File: src/rtl/div_post_proc_pipe_pkg.sv
// div_post_proc_pipe_pkg: shared types and constants for the divider post-processing pipe.
package div_post_proc_pipe_pkg;

    localparam int DIV_XLEN   = 64;
    localparam int DIV_ITER_W = 6;
    localparam int DIV_TAG_W  = 5;
    localparam int REM_W      = DIV_XLEN + 3;

    localparam logic [DIV_XLEN-1:0] DIV_ZERO_Q    = '1;
    localparam int                  WORD_SIGN_BIT = 31;

    typedef struct packed {
        logic q_neg;
        logic rem_neg;
        logic div_zero;
        logic overflow;
        logic is_word;
    } div_flags_t;

    typedef struct packed {
        logic [DIV_TAG_W-1:0]  tag;
        logic                  odd_leading_zero;
        logic [DIV_ITER_W-1:0] iter_val;
        logic [REM_W-1:0]      sum;
        logic [REM_W-1:0]      carry;
        logic [REM_W-1:0]      q;
        logic [REM_W-1:0]      shifted_b;
        div_flags_t            flags;
        logic [DIV_XLEN-1:0]   dividend;
    } div_post_req_t;

endpackage

File: src/rtl/div_post_proc_pipe_if.sv
// div_post_proc_pipe_if: request/response handshake bundle of the divider post-processing pipe.
interface div_post_proc_pipe_if #(
    parameter int XLEN   = 64,
    parameter int ITER_W = 6,
    parameter int TAG_W  = 5
);
    localparam int RW = XLEN + 3;

    logic              flush;
    logic              in_valid;
    logic              in_ready;
    logic [TAG_W-1:0]  in_tag;
    logic              odd_leading_zero;
    logic [ITER_W-1:0] iter_val;
    logic [RW-1:0]     last_iter_sum;
    logic [RW-1:0]     last_iter_carry;
    logic [RW-1:0]     last_iter_q;
    logic [RW-1:0]     shifted_b;
    logic              q_neg;
    logic              rem_neg;
    logic              div_zero;
    logic              overflow;
    logic [XLEN-1:0]   dividend;
    logic              is_word;
    logic              out_valid;
    logic              out_ready;
    logic [TAG_W-1:0]  out_tag;
    logic [XLEN-1:0]   q;
    logic [XLEN-1:0]   rem;

    modport master (
        output flush, in_valid, in_tag, odd_leading_zero, iter_val, last_iter_sum,
               last_iter_carry, last_iter_q, shifted_b, q_neg, rem_neg, div_zero,
               overflow, dividend, is_word, out_ready,
        input  in_ready, out_valid, out_tag, q, rem
    );

    modport slave (
        input  flush, in_valid, in_tag, odd_leading_zero, iter_val, last_iter_sum,
               last_iter_carry, last_iter_q, shifted_b, q_neg, rem_neg, div_zero,
               overflow, dividend, is_word, out_ready,
        output in_ready, out_valid, out_tag, q, rem
    );

endinterface

File: src/rtl/div_post_proc_pipe_rem_correct.sv
// div_rem_correct: stage-2 remainder select/shift, quotient fixup, sign, word-extend and special cases.
module div_rem_correct
    import div_post_proc_pipe_pkg::*;
#(
    parameter int XLEN   = DIV_XLEN,
    parameter int ITER_W = DIV_ITER_W
) (
    input  logic [XLEN+2:0]   rem_nc,
    input  logic [XLEN+2:0]   rem_c,
    input  logic              neg,
    input  logic [XLEN-1:0]   q_tmp,
    input  logic [ITER_W-1:0] iter_val,
    input  div_flags_t        flags,
    input  logic [XLEN-1:0]   dividend,
    output logic [XLEN-1:0]   q,
    output logic [XLEN-1:0]   rem
);
    localparam int SH = XLEN - 1 - WORD_SIGN_BIT;

    logic [XLEN+2:0] sel;
    logic [XLEN-1:0] r, qm, qs, rs, dw;

    // Sign-extend from bit 31 by shifting it to the MSB and back arithmetically.
    function automatic logic [XLEN-1:0] wext(input logic [XLEN-1:0] v);
        return $signed(v << SH) >>> SH;
    endfunction

    always_comb begin
        sel = neg ? rem_c : rem_nc;
        r   = XLEN'($signed(sel) >>> {iter_val, 1'b0});
        qm  = neg ? q_tmp - XLEN'(1) : q_tmp;
        qs  = flags.q_neg ? -qm : qm;
        rs  = flags.rem_neg ? -r : r;
        dw  = flags.is_word ? wext(dividend) : dividend;
        q   = flags.div_zero ? DIV_ZERO_Q[XLEN-1:0] : flags.overflow ? dw : flags.is_word ? wext(qs) : qs;
        rem = flags.div_zero ? dw : flags.overflow ? '0 : flags.is_word ? wext(rs) : rs;
    end

endmodule

File: src/rtl/div_post_proc_pipe.sv
// div_post_proc_pipe: two-stage SRT divider post-processing with valid/ready handshake and flush.
module div_post_proc_pipe
    import div_post_proc_pipe_pkg::*;
#(
    parameter int XLEN   = DIV_XLEN,
    parameter int ITER_W = DIV_ITER_W,
    parameter int TAG_W  = DIV_TAG_W
) (
    input logic clk,
    input logic rst_n,
    div_post_proc_pipe_if.slave bus
);
    localparam int RW = XLEN + 3;

    logic              s1_valid, s2_valid, s1_adv, s2_adv, accept;
    logic [RW-1:0]     rem_nc;
    logic [RW-1:0]     s1_rem_nc, s1_rem_c;
    logic              s1_neg;
    logic [XLEN-1:0]   s1_q, s1_dividend;
    logic [ITER_W-1:0] s1_iter;
    logic [TAG_W-1:0]  s1_tag, s2_tag;
    div_flags_t        s1_flags;
    logic [XLEN-1:0]   q_nxt, rem_nxt, s2_q, s2_rem;

    assign s2_adv       = !s2_valid || bus.out_ready;
    assign s1_adv       = !s1_valid || s2_adv;
    assign accept       = s1_adv && bus.in_valid;
    assign rem_nc       = bus.last_iter_sum + bus.last_iter_carry;
    assign bus.in_ready = s1_adv;
    assign bus.out_valid = s2_valid;
    assign bus.out_tag  = s2_tag;
    assign bus.q        = s2_q;
    assign bus.rem      = s2_rem;

    always_ff @(posedge clk or negedge rst_n) begin
        if (!rst_n) begin
            s1_valid <= 1'b0;
            s2_valid <= 1'b0;
        end else if (bus.flush) begin
            s1_valid <= 1'b0;
            s2_valid <= 1'b0;
        end else begin
            if (s1_adv) s1_valid <= bus.in_valid;
            if (s2_adv) s2_valid <= s1_valid;
        end
    end

    // Stage-1 payload only needs to be meaningful while s1_valid is set.
    always_ff @(posedge clk) begin
        if (accept) begin
            s1_rem_nc   <= rem_nc;
            s1_rem_c    <= rem_nc + bus.shifted_b;
            s1_neg      <= rem_nc[RW-1];
            s1_q        <= XLEN'(bus.odd_leading_zero ? bus.last_iter_q >> 1 : bus.last_iter_q);
            s1_iter     <= bus.iter_val;
            s1_tag      <= bus.in_tag;
            s1_dividend <= bus.dividend;
            s1_flags    <= '{q_neg: bus.q_neg, rem_neg: bus.rem_neg, div_zero: bus.div_zero,
                             overflow: bus.overflow, is_word: bus.is_word};
        end
    end

    div_rem_correct #(.XLEN(XLEN), .ITER_W(ITER_W)) u_corr (
        .rem_nc   (s1_rem_nc),
        .rem_c    (s1_rem_c),
        .neg      (s1_neg),
        .q_tmp    (s1_q),
        .iter_val (s1_iter),
        .flags    (s1_flags),
        .dividend (s1_dividend),
        .q        (q_nxt),
        .rem      (rem_nxt)
    );

    always_ff @(posedge clk or negedge rst_n) begin
        if (!rst_n) begin
            s2_q   <= '0;
            s2_rem <= '0;
            s2_tag <= '0;
        end else if (s2_adv && s1_valid) begin
            s2_q   <= q_nxt;
            s2_rem <= rem_nxt;
            s2_tag <= s1_tag;
        end
    end

endmodule

File: src/flat_wrapper.sv
// flat-port wrapper written by rule: the top's interface ports become plain ports
module div_post_proc_pipe_flat import div_post_proc_pipe_pkg::*;
#(
    parameter int XLEN   = DIV_XLEN,
    parameter int ITER_W = DIV_ITER_W,
    parameter int TAG_W  = DIV_TAG_W
)
  (clk, rst_n, bus_flush, bus_in_valid, bus_in_tag, bus_odd_leading_zero, bus_iter_val, bus_last_iter_sum, bus_last_iter_carry, bus_last_iter_q, bus_shifted_b, bus_q_neg, bus_rem_neg, bus_div_zero, bus_overflow, bus_dividend, bus_is_word, bus_out_ready, bus_in_ready, bus_out_valid, bus_out_tag, bus_q, bus_rem);
  div_post_proc_pipe_if #(.XLEN(XLEN), .ITER_W(ITER_W), .TAG_W(TAG_W)) bus_i ();
  input logic clk;
  input logic rst_n;
  input wire logic [$bits(bus_i.flush)-1:0] bus_flush;
  input wire logic [$bits(bus_i.in_valid)-1:0] bus_in_valid;
  input wire logic [$bits(bus_i.in_tag)-1:0] bus_in_tag;
  input wire logic [$bits(bus_i.odd_leading_zero)-1:0] bus_odd_leading_zero;
  input wire logic [$bits(bus_i.iter_val)-1:0] bus_iter_val;
  input wire logic [$bits(bus_i.last_iter_sum)-1:0] bus_last_iter_sum;
  input wire logic [$bits(bus_i.last_iter_carry)-1:0] bus_last_iter_carry;
  input wire logic [$bits(bus_i.last_iter_q)-1:0] bus_last_iter_q;
  input wire logic [$bits(bus_i.shifted_b)-1:0] bus_shifted_b;
  input wire logic [$bits(bus_i.q_neg)-1:0] bus_q_neg;
  input wire logic [$bits(bus_i.rem_neg)-1:0] bus_rem_neg;
  input wire logic [$bits(bus_i.div_zero)-1:0] bus_div_zero;
  input wire logic [$bits(bus_i.overflow)-1:0] bus_overflow;
  input wire logic [$bits(bus_i.dividend)-1:0] bus_dividend;
  input wire logic [$bits(bus_i.is_word)-1:0] bus_is_word;
  input wire logic [$bits(bus_i.out_ready)-1:0] bus_out_ready;
  output wire logic [$bits(bus_i.in_ready)-1:0] bus_in_ready;
  output wire logic [$bits(bus_i.out_valid)-1:0] bus_out_valid;
  output wire logic [$bits(bus_i.out_tag)-1:0] bus_out_tag;
  output wire logic [$bits(bus_i.q)-1:0] bus_q;
  output wire logic [$bits(bus_i.rem)-1:0] bus_rem;
  assign bus_i.flush = bus_flush;
  assign bus_i.in_valid = bus_in_valid;
  assign bus_i.in_tag = bus_in_tag;
  assign bus_i.odd_leading_zero = bus_odd_leading_zero;
  assign bus_i.iter_val = bus_iter_val;
  assign bus_i.last_iter_sum = bus_last_iter_sum;
  assign bus_i.last_iter_carry = bus_last_iter_carry;
  assign bus_i.last_iter_q = bus_last_iter_q;
  assign bus_i.shifted_b = bus_shifted_b;
  assign bus_i.q_neg = bus_q_neg;
  assign bus_i.rem_neg = bus_rem_neg;
  assign bus_i.div_zero = bus_div_zero;
  assign bus_i.overflow = bus_overflow;
  assign bus_i.dividend = bus_dividend;
  assign bus_i.is_word = bus_is_word;
  assign bus_i.out_ready = bus_out_ready;
  assign bus_in_ready = bus_i.in_ready;
  assign bus_out_valid = bus_i.out_valid;
  assign bus_out_tag = bus_i.out_tag;
  assign bus_q = bus_i.q;
  assign bus_rem = bus_i.rem;
  div_post_proc_pipe #(.XLEN(XLEN), .ITER_W(ITER_W), .TAG_W(TAG_W)) u_core (.clk(clk), .rst_n(rst_n), .bus(bus_i));
endmodule
File: config.mk
export PLATFORM = sky130hd
export DESIGN_NAME = div_post_proc_pipe_flat
export DESIGN_NICKNAME = d
export VERILOG_FILES = /design/src/rtl/div_post_proc_pipe_pkg.sv /design/src/rtl/div_post_proc_pipe_if.sv /design/src/rtl/div_post_proc_pipe_rem_correct.sv /design/src/rtl/div_post_proc_pipe.sv /design/src/flat_wrapper.sv
export SDC_FILE = /design/constraint.sdc
export NUM_CORES = 1
export LEC_CHECK = 0
export CAP_MARGIN = 25
export CELL_PAD_IN_SITES_DETAIL_PLACEMENT = 1
export CELL_PAD_IN_SITES_GLOBAL_PLACEMENT = 1
export CORE_UTILIZATION = 33
export CTS_CLUSTER_SIZE = 25
export DETAILED_ROUTE_END_ITERATION = 10
export PLACE_DENSITY = 0.66
export SLEW_MARGIN = 20
export SYNTH_ARGS = -nofsm -noshare
export SYNTH_HDL_FRONTEND = slang
export SYNTH_SLANG_ARGS = --single-unit
File: constraint.sdc
create_clock -name clk -period 9.4 [get_ports clk]
set_input_delay 1.41 -clock clk [delete_from_list [all_inputs] [get_ports clk]]
set_output_delay 1.41 -clock clk [all_outputs]
set_load 0.01 [all_outputs]
==> metrics.txt, run 1 <==
Seq/Total Area, Yosys 0.326; worst path arrival time ~8.5 ns; pin count of the biggest net entering global routing 139; clk buf depth 3; Netlist Area Pre-Place 35900 µm²; VDD IR max approximately 130 µV; root buffer cell clkbuf_16; largest family of logic cells by synthesized area compound AO/OA/AOI/OAI gates; adder and majority gate portion of the synthesized area 0.0481; final hold violations 0; EDFF count, synth between 200 and 300; setup bufs post-CTS 0; Final period util 0.868; top_reg_cell synth edfxtp_1; # fillers about 12000; total core area 108000 µm²; routability cong. just under 1; Pins Over Slew Limit 0; placed cells 5522; Hold Buf Count CTS 0; Pleak roughly 16 nW; post_cts resized 0; Starting Density 0.334; clk sinks around 410; compound-cell area share of the yosys netlist 0.207; I/O Buffers around 490; via-per-instance ratio 5.92; vias in the first global route ~34000; Worst-Skew Late Latency around 0.64 ns; Die Width around 330 µm; Critical Path Max Stage Delay roughly 0.52 ns; Fmax around 120 MHz; Worst slew margin 0.255; first-pass detailed-route iteration total 5; cell mode on critical path a21oi_1; RSZ-0062 raised after global routing false; layout cells sized above 1 0.107; minimum clock period slightly above 8 ns; Global Route Usage Sum 0.263; setup TNS 0 ns; Final Util 0.406; die area approximately 110000 µm²; Layout Skew ~0.048 ns; Post-Synth XOR/XNOR Area 0.0691; Synth Instances 3815; CP Class in2reg; via count 33200; drt drc 0; GR Overflow Total 0; Ys Warns 0; average size of a mapped cell between 9 and 10 µm²; IO Pins 489; wire length per cell ~26 µm; Worst Slack Setup Final 1.24 ns; htree depth 2; CP required ~10 ns; CTS buffer count 50; Critical Path Fanout Max 6; placed inst area around 42000 µm²; worst slew pin tran ~1.1 ns; Async S/R FF share, synth 0.327; initial antenna violation count 7; Area growth, synth to finish 21.5%; CP Capture Type flop; Critical Path Source Type primary input; setup violators final 0; first-pass GRT wire length about 220 mm; Non-Filler Instances between 5000 and 6000; Worst Hold Class reg2reg; Post-Route WL roughly 150 mm; multiplexer share of the synthesized area 0.146; Detailed Place HPWL approximately 120 mm; run status completed; Rows 120; synthesized net count approximately 4300; clock slew at reported path FFs approximately 0.060 ns; Synth Register Bits a little over 400; initial DRC count about 2700; synth unique cells around 110; Max-Cap Viols 0; Die Ht ~330 µm; CP max stage cell o311ai_0; Final nets 4663; CTS tree yes; Pwr Density roughly 180 nW/µm²; design area 43600 µm²; Routed Antenna Nets 0; pre-CTS setup slack ~0.69 ns; simple-gate portion of the synthesized area 0.161
metal layers:
layer  global-route usage  vias to the layer above  wire length (µm)
met5                    0                        -                58
met4               0.0679                        8              3930
met3               0.0415                      186              8650
met2                0.427                     1063             68400
met1                0.364                    16600             67600
li1                     -                    15300                 -
critical path, delay by kind of cell:
| kind | cells | cell delay, ns |
|---|---|---|
| AOI/OAI and AO/OA | 16 | 4.05 |
| xor gates and xnor gates | 1 | 0.23 |
| adders and majority gates | 3 | 1.00 |
| buffers and inverters | 3 | 0.71 |
| muxes | 1 | 0.14 |
| and+or+nand+nor | 5 | 0.96 |
cell usage after synthesis (25+ instances only):
| cell type | number | area share |
|---|---|---|
| and2_1 | 27 | 0.0047 |
| nand2_1 | 317 | 0.033 |
| mux2_2 | 92 | 0.029 |
| a211oi_1 | 45 | 0.0094 |
| nor2b_1 | 32 | 0.0056 |
| mux2i_1 | 97 | 0.027 |
| ha_1 | 135 | 0.047 |
| xnor2_1 | 197 | 0.048 |
| xor2_1 | 84 | 0.020 |
| a221oi_1 | 32 | 0.0078 |
| a31oi_1 | 44 | 0.0077 |
| edfxtp_1 | 278 | 0.23 |
| nand4_1 | 35 | 0.0061 |
| mux4_2 | 139 | 0.087 |
| o211ai_1 | 30 | 0.0063 |
| clkbuf_1 | 171 | 0.018 |
| nor3_1 | 79 | 0.011 |
| a21oi_1 | 271 | 0.038 |
| o31ai_1 | 36 | 0.0075 |
| inv_1 | 90 | 0.0094 |
| nand3_1 | 117 | 0.016 |
| nor2_1 | 328 | 0.034 |
| o21ai_1 | 25 | 0.0035 |
| o21a_1 | 41 | 0.0086 |
| nand2b_1 | 41 | 0.0071 |
| and3_1 | 27 | 0.0047 |
| a21o_1 | 90 | 0.019 |
| o21ai_0 | 237 | 0.033 |
| nor4_1 | 32 | 0.0056 |
| o22ai_1 | 33 | 0.0057 |
| dfrtp_1 | 135 | 0.094 |
state kept, by name (all words and copies together), names as in the netlist, 6 cells and up:
| name | cells |
|---|---|
| u_core.bus.q | 64 |
| u_core.bus.rem | 64 |
| u_core.s1_dividend | 64 |
| u_core.s1_iter | 6 |
| u_core.s1_q | 64 |
| u_core.s1_rem_c | 67 |
| u_core.s1_rem_nc | 66 |
cells in the final DEF (no fill, tap or decap), drive strengths merged, types with 44 or more instances in the layout:
master	count
buf	61
clkbuf	71
nor2	328
xnor2	197
xor2	84
mux2i	97
ha	135
nor3	82
inv	98
a21oi	271
a31oi	44
nand3	117
a21o	90
o21ai	262
edfxtp	278
mux4	139
dfrtp	135
clkdlybuf4s50	484
nand2	317
mux2	103
a211oi	47
stage by stage:
stage	power [mW]	hold slack [ns]
5_1_grt	8.28	0.479
6_report	7.92	0.439
3_5_place_dp	5.92	0.442
2_1_floorplan	4.55	0.415
4_1_cts	7.93	0.453
3_3_place_gp	5.87	0.417
final cells by class:
type	instances	area [µm²]	share of cell area
Antenna cell	1	2.50	0.0000573
Clock buffer	71	1420	0.0326
Clock inverter	23	235	0.00539
Inverter	92	345	0.00791
Multi-Input combinational cell	3069	22800	0.522
Sequential cell	413	11700	0.269
Tap cell	1403	1760	0.0402
Timing Repair Buffer	546	5390	0.124
worst paths after layout:
kind                                        startpoint                           endpoint  cells after the start  slack, ns
setup reg to reg           u_core.s1_iter[2]$_DFFE_PP_     u_core.bus.rem[60]$_DFFE_PN0P_                     16       2.76
min in group asynchronous                        rst_n  u_core.bus.out_tag[0]$_DFFE_PN0P_                      1       0.82
hold reg to reg             u_core.s1_tag[4]$_DFFE_PP_  u_core.bus.out_tag[4]$_DFFE_PN0P_                      2       0.44
max in group asynchronous                        rst_n        u_core.bus.q[7]$_DFFE_PN0P_                      2       7.06
hold / removal              u_core.s1_tag[4]$_DFFE_PP_  u_core.bus.out_tag[4]$_DFFE_PN0P_                      2       0.44
setup / recovery                bus_last_iter_carry[0]      u_core.s1_rem_c[66]$_DFFE_PP_                     29       1.24
logic make-up (layout without fill, tap and decap cells):
group / Yosys count / after routing
and+or+nand+nor: 1185 / 1185
adders and majority gates: 137 / 137
AOI/OAI and AO/OA: 1126 / 1126
muxes: 339 / 339
buffers and inverters: 333 / 732
xor gates and xnor gates: 282 / 282
other: 0 / 1
DFF: 413 / 413
power by group:
group	internal [mW]	total (mW)	switching, mW
sequential	2.31	2.65	0.334
clock	1.14	1.98	0.836
combinational	1.42	3.29	1.87
total	4.88	7.92	3.04
No activity file was read; power rests on OpenSTA's default activity.
==> run 2, diff against run 1 <==
Settings changed: CORE_UTILIZATION 33 to 27, GPL_ROUTABILITY_DRIVEN set to 0, PLACE_DENSITY 0.66 to 0.56.
==> metrics.txt, run 2 (synthesis gave the netlist of run 1 again) <==
cell mode on critical path a21oi_1 (unchanged); final hold violations 0 (unchanged); hold_ws 0.441 ns (was 0.439 ns); largest registers u_core.s1_rem_c: 67 flops, u_core.s1_rem_nc: 66 flops (unchanged); initial DRC count 2612 (was 2702); Pleak 16.0 nW (about the same); number of flip-flops in the largest register 67 (unchanged); hold endpoint u_core.bus.out_tag[2]$_DFFE_PN0P_ (was u_core.bus.out_tag[4]$_DFFE_PN0P_); Detailed Place HPWL 119 mm (was 117 mm); pin count of the biggest net entering global routing 119 (was 139); Critical Path Source Type primary input (unchanged); CP Capture Type flop (unchanged); wire length per cell 25.3 µm (was 26.5 µm); clk sinks 413 (unchanged); reg-to-reg slack, setup 3.26 ns (was 2.76 ns); Pins Over Slew Limit 0 (unchanged); drt drc 0 (unchanged); CTS buffer count 51 (was 50); die area 135000 µm² (was 110000 µm²); Pwr Density 181 nW/µm² (about the same); worst hold start u_core.s1_tag[2]$_DFFE_PP_ (was u_core.s1_tag[4]$_DFFE_PP_); R2R Path Start u_core.s1_iter[0]$_DFFE_PP_ (was u_core.s1_iter[2]$_DFFE_PP_); minimum clock period 7.97 ns (was 8.16 ns); CP max stage cell o41a_1 (was o311ai_0); CP required 9.77 ns (was 9.74 ns); IO Pins 489 (unchanged); Post-Route WL 151 mm (was 149 mm); via-per-instance ratio 5.53 (was 5.92); clk buf depth 3 (unchanged); Layout Skew 0.0318 ns (was 0.0482 ns); RSZ-0062 raised after global routing false (unchanged); post_cts resized 0 (unchanged); htree depth 2 (unchanged); root buffer cell clkbuf_16 (unchanged); Rows 133 (was 120); largest reg by FF count u_core.s1_rem_c (unchanged); Worst slew margin 0.208 (was 0.255); Final period util 0.847 (was 0.868); Die Width 367 µm (was 332 µm); I/O Buffers 486 (unchanged); setup violators final 0 (unchanged); Fmax 126 MHz (was 123 MHz); worst slew pin tran 1.18 ns (was 1.12 ns); setup bufs post-CTS 0 (unchanged); run status completed (unchanged); commonest non-fill, non-tap cell in the layout clkdlybuf4s50_1 (unchanged); initial antenna violation count 4 (was 7); most frequent cells in the layout 484 x clkdlybuf4s50_1, 327 x nor2_1, 317 x nand2_1, 278 x edfxtp_1, 271 x a21oi_1 (unchanged); first-pass GRT wire length 226 mm (was 223 mm); setup TNS 0 ns (unchanged); clock slew at reported path FFs 0.06 ns (about the same); R2R depth 13 (was 16); VDD IR max 122 µV (was 128 µV); # fillers 15100 (was 12200); Critical Path Max Stage Delay 0.50 ns (was 0.52 ns); Worst Hold Class reg2reg (unchanged); Reg2Reg Capture Point u_core.bus.rem[57]$_DFFE_PN0P_ (was u_core.bus.rem[60]$_DFFE_PN0P_); Worst-Skew Late Latency 0.65 ns (was 0.64 ns); via count 33000 (was 33200); Die Ht 367 µm (was 332 µm); vias in the first global route 33600 (was 33900); Hold Buf Count CTS 0 (unchanged); CP Class in2reg (unchanged); Area growth, synth to finish 22.6% (was 21.5%); worst path arrival time 8.33 ns (was 8.50 ns); Final nets 4663 (unchanged); first-pass detailed-route iteration total 5 (unchanged); Routed Antenna Nets 0 (unchanged); Critical Path Fanout Max 6 (unchanged); Starting Density 0.273 (was 0.334); layout cells sized above 1 0.107 (about the same); PnR Total Power 7.97 mW (was 7.92 mW); Global Route Usage Sum 0.218 (was 0.263); Max-Cap Viols 0 (unchanged); total core area 132000 µm² (was 108000 µm²); GR Overflow Total 0 (unchanged); WHS Path Cells 2 (unchanged); CTS tree yes (unchanged)
run 2: changes by cell type in the layout (fill, tap and decap cells not counted), sizes merged:
cell,before,now
inv,98,99
clkinv,12,17
clkdlybuf4s18,1,0
clkinvlp,2,4
clkbuf,71,62
bufinv,3,6
run 2: critical path, delay by kind of cell:
kind                       cells  cell delay [ns]
adders and majority gates      3             0.98
and+or+nand+nor                5             0.92
muxes                          1             0.14
xor gates and xnor gates       1             0.23
buffers and inverters          3             0.69
AOI/OAI and AO/OA             16             3.96
run 2: worst max path at each step:
stage	from	end	slack, ns	depth (start not counted)
6_report	bus_last_iter_carry[0]	u_core.s1_rem_c[66]$_DFFE_PP_	1.43	29
4_1_cts	bus_last_iter_carry[0]	u_core.s1_rem_c[66]$_DFFE_PP_	1.41	29
3_3_place_gp	bus_last_iter_carry[0]	u_core.s1_rem_c[66]$_DFFE_PP_	0.70	29
5_1_grt	bus_last_iter_carry[0]	u_core.s1_rem_c[66]$_DFFE_PP_	0.74	29
2_1_floorplan	bus_out_ready	u_core.s1_dividend[0]$_DFFE_PP_	0.77	3
3_5_place_dp	bus_last_iter_carry[0]	u_core.s1_rem_c[66]$_DFFE_PP_	0.73	29
run 2: per-stage QoR:
step,utilization,std cells,setup slack [ns],area [µm²]
5_1_grt,0.334,5971,0.737,44100
4_1_cts,0.334,5969,1.41,44100
3_5_place_dp,0.322,5873,0.730,42400
2_1_floorplan,-,3815,0.765,35900
6_report,0.334,5971,1.43,44100
3_3_place_gp,0.321,5873,0.705,42400
run 2: per-layer routing:
layer	global-route usage	vias up	part of all wire
met5	0	-	0.00028
met4	0.0670	6	0.031
met3	0.0380	194	0.055
met2	0.349	947	0.46
met1	0.299	16600	0.46
li1	-	15300	-
run 2: layout make-up:
| class | count | area (µm²) | share of cell area |
|---|---|---|---|
| Antenna cell | 1 | 2.50 | 0.0000568 |
| Clock buffer | 62 | 1330 | 0.0301 |
| Clock inverter | 34 | 347 | 0.00787 |
| Inverter | 92 | 345 | 0.00784 |
| Multi-Input combinational cell | 3069 | 22800 | 0.517 |
| Sequential cell | 413 | 11700 | 0.266 |
| Tap cell | 1755 | 2200 | 0.0498 |
| Timing Repair Buffer | 545 | 5350 | 0.122 |
run 2: report_power, final:
part / internal, mW / leakage (nW) / switching, mW
combinational: 1.42 / 11.0 / 1.88
sequential: 2.31 / 4.22 / 0.329
clock: 1.17 / 0.810 / 0.858
